## config.mk

```make
export PLATFORM = sky130hd
export DESIGN_NAME = cook_time_countdown
export DESIGN_NICKNAME = d
export VERILOG_FILES = /design/src/rtl/cook_time_countdown.sv
export SDC_FILE = /design/constraint.sdc
export NUM_CORES = 1
export LEC_CHECK = 0
export ABC_AREA = 1
export BUFFER_PORTS_ARGS = -buffer_cell sky130_fd_sc_hd__buf_4
export CAP_MARGIN = 40
export CORE_MARGIN = 2
export CORE_UTILIZATION = 48
export CTS_CLUSTER_SIZE = 40
export DETAILED_ROUTE_END_ITERATION = 7
export GPL_ROUTABILITY_DRIVEN = 0
export PLACE_DENSITY_LB_ADDON = 0.05
export SETUP_SLACK_MARGIN = 0.5
export SLEW_MARGIN = 20
export SYNTH_ARGS = -nofsm -noshare
export SYNTH_HDL_FRONTEND = slang
export SYNTH_SLANG_ARGS = --single-unit
```

## constraint.sdc

```tcl
create_clock -name clock -period 1.5 [get_ports clock]
set_input_delay 0.225 -clock clock [delete_from_list [all_inputs] [get_ports clock]]
set_output_delay 0.225 -clock clock [all_outputs]
set_load 0.05 [all_outputs]
```

## src/rtl/cook_time_countdown.sv

```systemverilog
// cook_time_countdown
//
// Counts down a microwave cook time held as BCD MM:SS. One second is removed
// for every TICKS_PER_SEC pulses of the 100 ms tick_in stream. The block
// reports run/pause/done status to the control FSM and drives BCD digits to
// the display path.
//
// Optional feature: define COOK_DONE_BEEP_EN to build the completion beep.
// Without it, beep is tied low and no beep counter exists.
//
// Parameters:
//   TICKS_PER_SEC - tick_in pulses per decremented second
//   BEEP_TICKS    - tick_in pulses that beep stays high after completion
//
// Ports:
//   clock      in   system clock
//   reset      in   synchronous, active-low reset
//   tick_in    in   single-cycle 100 ms pulse
//   load       in   capture min_in/sec_in (IDLE and DONE only)
//   min_in     in   BCD minutes, each digit clamped to 9
//   sec_in     in   BCD seconds, tens clamped to 5, ones clamped to 9
//   start      in   start (from IDLE) or resume (from PAUSE)
//   pause      in   pause a running countdown
//   cancel     in   abort and clear to 00:00 in any state
//   min_out    out  current BCD minutes
//   sec_out    out  current BCD seconds
//   running    out  high in RUN
//   paused     out  high in PAUSE
//   done       out  high in DONE
//   done_pulse out  one-cycle pulse on entry to DONE
//   beep       out  completion beep (optional feature)

module cook_time_countdown #(
  parameter int TICKS_PER_SEC = 10,
  parameter int BEEP_TICKS    = 20
) (
  input  logic       clock,
  input  logic       reset,
  input  logic       tick_in,
  input  logic       load,
  input  logic [7:0] min_in,
  input  logic [7:0] sec_in,
  input  logic       start,
  input  logic       pause,
  input  logic       cancel,
  output logic [7:0] min_out,
  output logic [7:0] sec_out,
  output logic       running,
  output logic       paused,
  output logic       done,
  output logic       done_pulse,
  output logic       beep
);

  localparam int SUB_W = (TICKS_PER_SEC > 1) ? $clog2(TICKS_PER_SEC) : 1;

  typedef enum logic [1:0] {
    IDLE  = 2'd0,
    RUN   = 2'd1,
    PAUSE = 2'd2,
    DONE  = 2'd3
  } state_t;

  state_t           state_reg, state_next;
  logic [SUB_W-1:0] sub_reg, sub_next;
  logic [7:0]       min_reg, min_next;
  logic [7:0]       sec_reg, sec_next;
  logic             running_reg, paused_reg, done_reg, done_pulse_reg;
  logic             done_pulse_next;

  // ---------------------------------------------------------------------
  // Load clamping, digit by digit
  // ---------------------------------------------------------------------
  function automatic logic [3:0] clamp_digit(input logic [3:0] d, input logic [3:0] max);
    return (d > max) ? max : d;
  endfunction

  logic [7:0] min_clamped, sec_clamped;
  assign min_clamped = {clamp_digit(min_in[7:4], 4'd9), clamp_digit(min_in[3:0], 4'd9)};
  assign sec_clamped = {clamp_digit(sec_in[7:4], 4'd5), clamp_digit(sec_in[3:0], 4'd9)};

  // ---------------------------------------------------------------------
  // BCD decrement by one second, saturating at 00:00
  // ---------------------------------------------------------------------
  logic [7:0] min_dec, sec_dec;
  logic       time_zero, dec_zero;

  assign time_zero = (min_reg == 8'h00) && (sec_reg == 8'h00);

  always_comb begin
    min_dec = min_reg;
    sec_dec = sec_reg;
    if (!time_zero) begin
      if (sec_reg[3:0] != 4'd0) begin
        sec_dec[3:0] = sec_reg[3:0] - 4'd1;
      end else begin
        sec_dec[3:0] = 4'd9;
        if (sec_reg[7:4] != 4'd0) begin
          sec_dec[7:4] = sec_reg[7:4] - 4'd1;
        end else begin
          // Seconds wrap to 59 and a minute is borrowed.
          sec_dec[7:4] = 4'd5;
          if (min_reg[3:0] != 4'd0) begin
            min_dec[3:0] = min_reg[3:0] - 4'd1;
          end else begin
            min_dec[3:0] = 4'd9;
            min_dec[7:4] = min_reg[7:4] - 4'd1;
          end
        end
      end
    end
  end

  assign dec_zero = (min_dec == 8'h00) && (sec_dec == 8'h00);

  // ---------------------------------------------------------------------
  // Next-state logic. Priority: cancel > pause > start > load.
  // A pause masks start/load in every state, and start masks load.
  // ---------------------------------------------------------------------
  always_comb begin
    state_next = state_reg;
    sub_next   = sub_reg;
    min_next   = min_reg;
    sec_next   = sec_reg;

    if (cancel) begin
      state_next = IDLE;
      sub_next   = '0;
      min_next   = 8'h00;
      sec_next   = 8'h00;
    end else if (pause) begin
      // Any coincident tick is dropped.
      if (state_reg == RUN) begin
        state_next = PAUSE;
      end
    end else begin
      unique case (state_reg)
        IDLE: begin
          if (start) begin
            if (!time_zero) begin
              state_next = RUN;
              sub_next   = '0;
            end
          end else if (load) begin
            min_next = min_clamped;
            sec_next = sec_clamped;
          end
        end
        RUN: begin
          // start and load have no effect here; ticks keep counting.
          if (tick_in) begin
            if (sub_reg == SUB_W'(TICKS_PER_SEC - 1)) begin
              sub_next = '0;
              min_next = min_dec;
              sec_next = sec_dec;
              if (dec_zero) begin
                state_next = DONE;
              end
            end else begin
              sub_next = sub_reg + SUB_W'(1);
            end
          end
        end
        PAUSE: begin
          // Resume keeps the partial second; the resume-cycle tick is lost.
          if (start) begin
            state_next = RUN;
          end
        end
        DONE: begin
          if (!start && load) begin
            min_next   = min_clamped;
            sec_next   = sec_clamped;
            state_next = IDLE;
          end
        end
        default: state_next = IDLE;
      endcase
    end
  end

  assign done_pulse_next = (state_next == DONE) && (state_reg != DONE);

  always_ff @(posedge clock) begin
    if (!reset) begin
      state_reg      <= IDLE;
      sub_reg        <= '0;
      min_reg        <= 8'h00;
      sec_reg        <= 8'h00;
      running_reg    <= 1'b0;
      paused_reg     <= 1'b0;
      done_reg       <= 1'b0;
      done_pulse_reg <= 1'b0;
    end else begin
      state_reg      <= state_next;
      sub_reg        <= sub_next;
      min_reg        <= min_next;
      sec_reg        <= sec_next;
      running_reg    <= (state_next == RUN);
      paused_reg     <= (state_next == PAUSE);
      done_reg       <= (state_next == DONE);
      done_pulse_reg <= done_pulse_next;
    end
  end

  assign min_out    = min_reg;
  assign sec_out    = sec_reg;
  assign running    = running_reg;
  assign paused     = paused_reg;
  assign done       = done_reg;
  assign done_pulse = done_pulse_reg;

  // ---------------------------------------------------------------------
  // Completion beep
  // ---------------------------------------------------------------------
`ifdef COOK_DONE_BEEP_EN
  localparam int BEEP_W = (BEEP_TICKS > 1) ? $clog2(BEEP_TICKS) : 1;

  logic              beep_reg;
  logic [BEEP_W-1:0] beep_cnt_reg;

  // beep only rises on DONE entry, so it cannot retrigger while in DONE.
  always_ff @(posedge clock) begin
    if (!reset) begin
      beep_reg     <= 1'b0;
      beep_cnt_reg <= '0;
    end else if (cancel || load) begin
      beep_reg     <= 1'b0;
      beep_cnt_reg <= '0;
    end else if (done_pulse_next) begin
      beep_reg     <= 1'b1;
      beep_cnt_reg <= '0;
    end else if (beep_reg && tick_in) begin
      if (beep_cnt_reg == BEEP_W'(BEEP_TICKS - 1)) begin
        beep_reg     <= 1'b0;
        beep_cnt_reg <= '0;
      end else begin
        beep_cnt_reg <= beep_cnt_reg + BEEP_W'(1);
      end
    end
  end

  assign beep = beep_reg;
`else
  // Keeps BEEP_TICKS referenced when the beep is not built.
  localparam int unused_beep_ticks = BEEP_TICKS;

  assign beep = 1'b0;
`endif

endmodule

```

==> metrics.cfg <==
[synthesis]
yosysWarnings=0
synth_top_area_share_pct=28.2
synth-edff-count=0
yosys.area_share.adder_pct=2.71
synth_compound_area_share_pct=20.0
synth.area.mux_share_pct=0
syn_inst=287
ys_async_sr_fraction_pct=0
yosysSeqAreaShare_pct=28.2
ys_top_cells_by_area=dfxtp_1 28%, nand2_1 11%, inv_1 7.9%
synthFlopType=dfxtp_1
ys_seq_elements=26
ys_types=38
synth_fp_nets=314
yosys.area.top_type=dfxtp_1
synth-xor-area-share_pct=1.90
synth-simple-area-share_pct=35.3
avgSynthCellArea_um2=6.43
synth_top_family_by_area=simple AND/OR/NAND/NOR gates
syn_area_um2=1840

[final_layout]
nets=425
diodes=0
syn_to_final_growth_pct=94.6
fin_util_pct=97.3
drive_gt1_share_pct=59.4

[clock_network]
clockRootBuffer=clkbuf_8
cts_tree=done
clock_latency_ps=280
cts_buffer_depth=2
cts_buffers=3
htreeDepth=1
cts.sinks=26
path_clk_slew_ps=100

[grt]
grt_pass1_wl_um=10700
grt_max_degree=15
grt_antenna_before_repair=0
grt_overflow_total=0
busiest_layer=met2
grt_usage_pct=31.7
grt_pass1_vias=2444
use_met2_pct=59.1
met3_usage_pct=4.26
use_met1_pct=35.1

[die]
pin_count=44
dieArea_um2=4350
chipWidth_um=66.0
initial_core_util_pct=50.0
rows=22
chipHeight_um=66.0
core_um2=3690

[placement]
numPortBuffers=42
place_ws_ps=-241
dpl.hpwl_um=4370

[min_path]
hold_path.class=in2reg
hold_depth=3
min-delay-start=reset
whs_endpoint=state_reg[1]

[timing]
max_slew_margin_pct=47.1
period_needed_ps=2220
setup_viol_count_final=26
worst_slack_ps=-722
skew_ps=6.41
drv_slew=0
tightest_slew_ps=793
period_share_pct=148
rsz0062_at_grt=true
max_freq_mhz=450
hold_viol=0

[setup_path]
cp_num_buf_inv=1
reg2reg_setup_slack_ps=-720
worstPathMaxFanout=7
crit_top_cell=nand2_1
rr_endpoint=paused
crit_chain=inv_4 > ha_4 > nand3_4 > nor2_4 > nand2_4 > nand2_1 > nand2_1 > nand2_1 > nand2_1 > nor2_2 > nand3_2 > nand2_4 > nand3_1 > nor2_1
path_delay_family=simple AND/OR/NAND/NOR gates
ff2ff_path_depth=14
slowest_delay_ps=370
start_kind=flip-flop
end_kind=flip-flop
crit_arrival_ps=2430
crit_required_ps=1710
crit_slowest_cell=dfxtp_4
path_class=reg2reg
r2r_start=min_out[4]

[drt]
drt-total-wl_um=11700
firstDrtPassIters=8
routedWlPerCell_um=26.2
vias_per_cell=7.07
vias=3148
ant_nets=0
drc=0
first_iter_violations=592

[status]
outcome=finished, violations left
failed_checks=setup timing

[power]
total_power_mw=2.11
p_per_area_nw_per_um2=589
p_leak_nw=1.57
ir_worst_vdd_mv=0.452

[flow_run]
drv_cap=0

worst reg2reg max path, cell delays in order (launching register included):
cell and delay (ps):
dfxtp_4 370, inv_4 60, ha_4 140, nand3_4 90, nor2_4 200, nand2_4 160, nand2_1 210, nand2_1 140
nand2_1 100, nand2_1 70, nor2_2 110, nand3_2 120, nand2_4 130, nand3_1 100, nor2_1 140
worst max path at each step:
| stage | from | endpoint | slack [ps] | depth (start not counted) |
|---|---|---|---|---|
| 2_1_floorplan | min_out[4] | done_pulse | -180 | 15 |
| 3_3_place_gp | sec_out[7] | min_out[4] | -200 | 10 |
| 3_5_place_dp | sec_out[7] | paused | -240 | 13 |
| 4_1_cts | min_out[5] | sub_reg[2] | -250 | 10 |
| 5_1_grt | min_out[0] | paused | -810 | 13 |
| 6_report | min_out[4] | paused | -720 | 14 |
through the flow:
stage	instance area [um^2]	instances	hold WS, ps	TNS (ps)
2_1_floorplan	2050	287	384	-1170
3_3_place_gp	2790	424	476	-1870
3_5_place_dp	2790	424	473	-2500
4_1_cts	3240	437	227	-3100
5_1_grt	3590	445	244	-10940
6_report	3590	445	216	-9460
synth_stat cells (3+ instances only):
library cell  count
ha_1              4
a31oi_1           4
dfxtp_1          26
xor2_1            4
a21oi_1          23
nand3_1          18
inv_1            39
nor2_4            3
clkbuf_1          3
o21ai_0          21
inv_2             3
nor2_2            5
nor3_1            7
buf_2             3
a221oi_1          5
nor2_1           32
nand2_1          56
nand2_2           6
what timing repair did:
item | 4_1_cts | 5_1_grt
setup buffers | 7 | 7
hold endpoints to repair | 0 | 0
hold buffers | 0 | 0
pin swaps | 14 | 26
cloned | 2 | 1
endpoints found under the setup margin | 45 | 46
gates resized for setup | 84 | 69
cells by family (layout without fill, tap and decap cells):
kind of cell	Yosys count	count (layout)
other	1	1
buffers and inverters	51	160
AOI/OAI and AO/OA	64	64
adders and majority gates	4	4
DFF	26	26
and+or+nand+nor	137	138
xor gates and xnor gates	4	4
where the power goes:
part	switching (mW)	total, mW	internal [mW]
logic	0.607	0.976	0.369
registers	0.0171	0.699	0.682
clock network	0.247	0.438	0.191
cells in the final DEF, fill, tap and decap left out, drive strengths merged, types with 2 or more instances in the layout:
master / instances
nand3: 19
a21oi: 23
nor3b: 2
dfxtp: 26
xor2: 4
nor2: 41
nor3: 7
a31oi: 4
buf: 113
nand2: 65
clkbuf: 5
inv: 40
a221oi: 5
o21ai: 23
ha: 4
a211oi: 2
per-layer routing:
| metal | up-vias | wire, um | part of all wire, % |
|---|---|---|---|
| met2 | 412 | 5150 | 44 |
| met4 | 0 | 1280 | 11 |
| met5 | - | 0 | 0 |
| met3 | 187 | 1480 | 13 |
| met1 | 1384 | 3770 | 32 |
| li1 | 1165 | - | - |
final cells by class:
type                            instances  area, um^2
Clock buffer                            4        45.0
Fill cell                              60         100
Inverter                               42         189
Multi-Input combinational cell        211        1570
Sequential cell                        26         587
Tap cell                               48        60.1
Timing Repair Buffer                  114        1140
No activity file was read; power rests on OpenSTA's default activity.
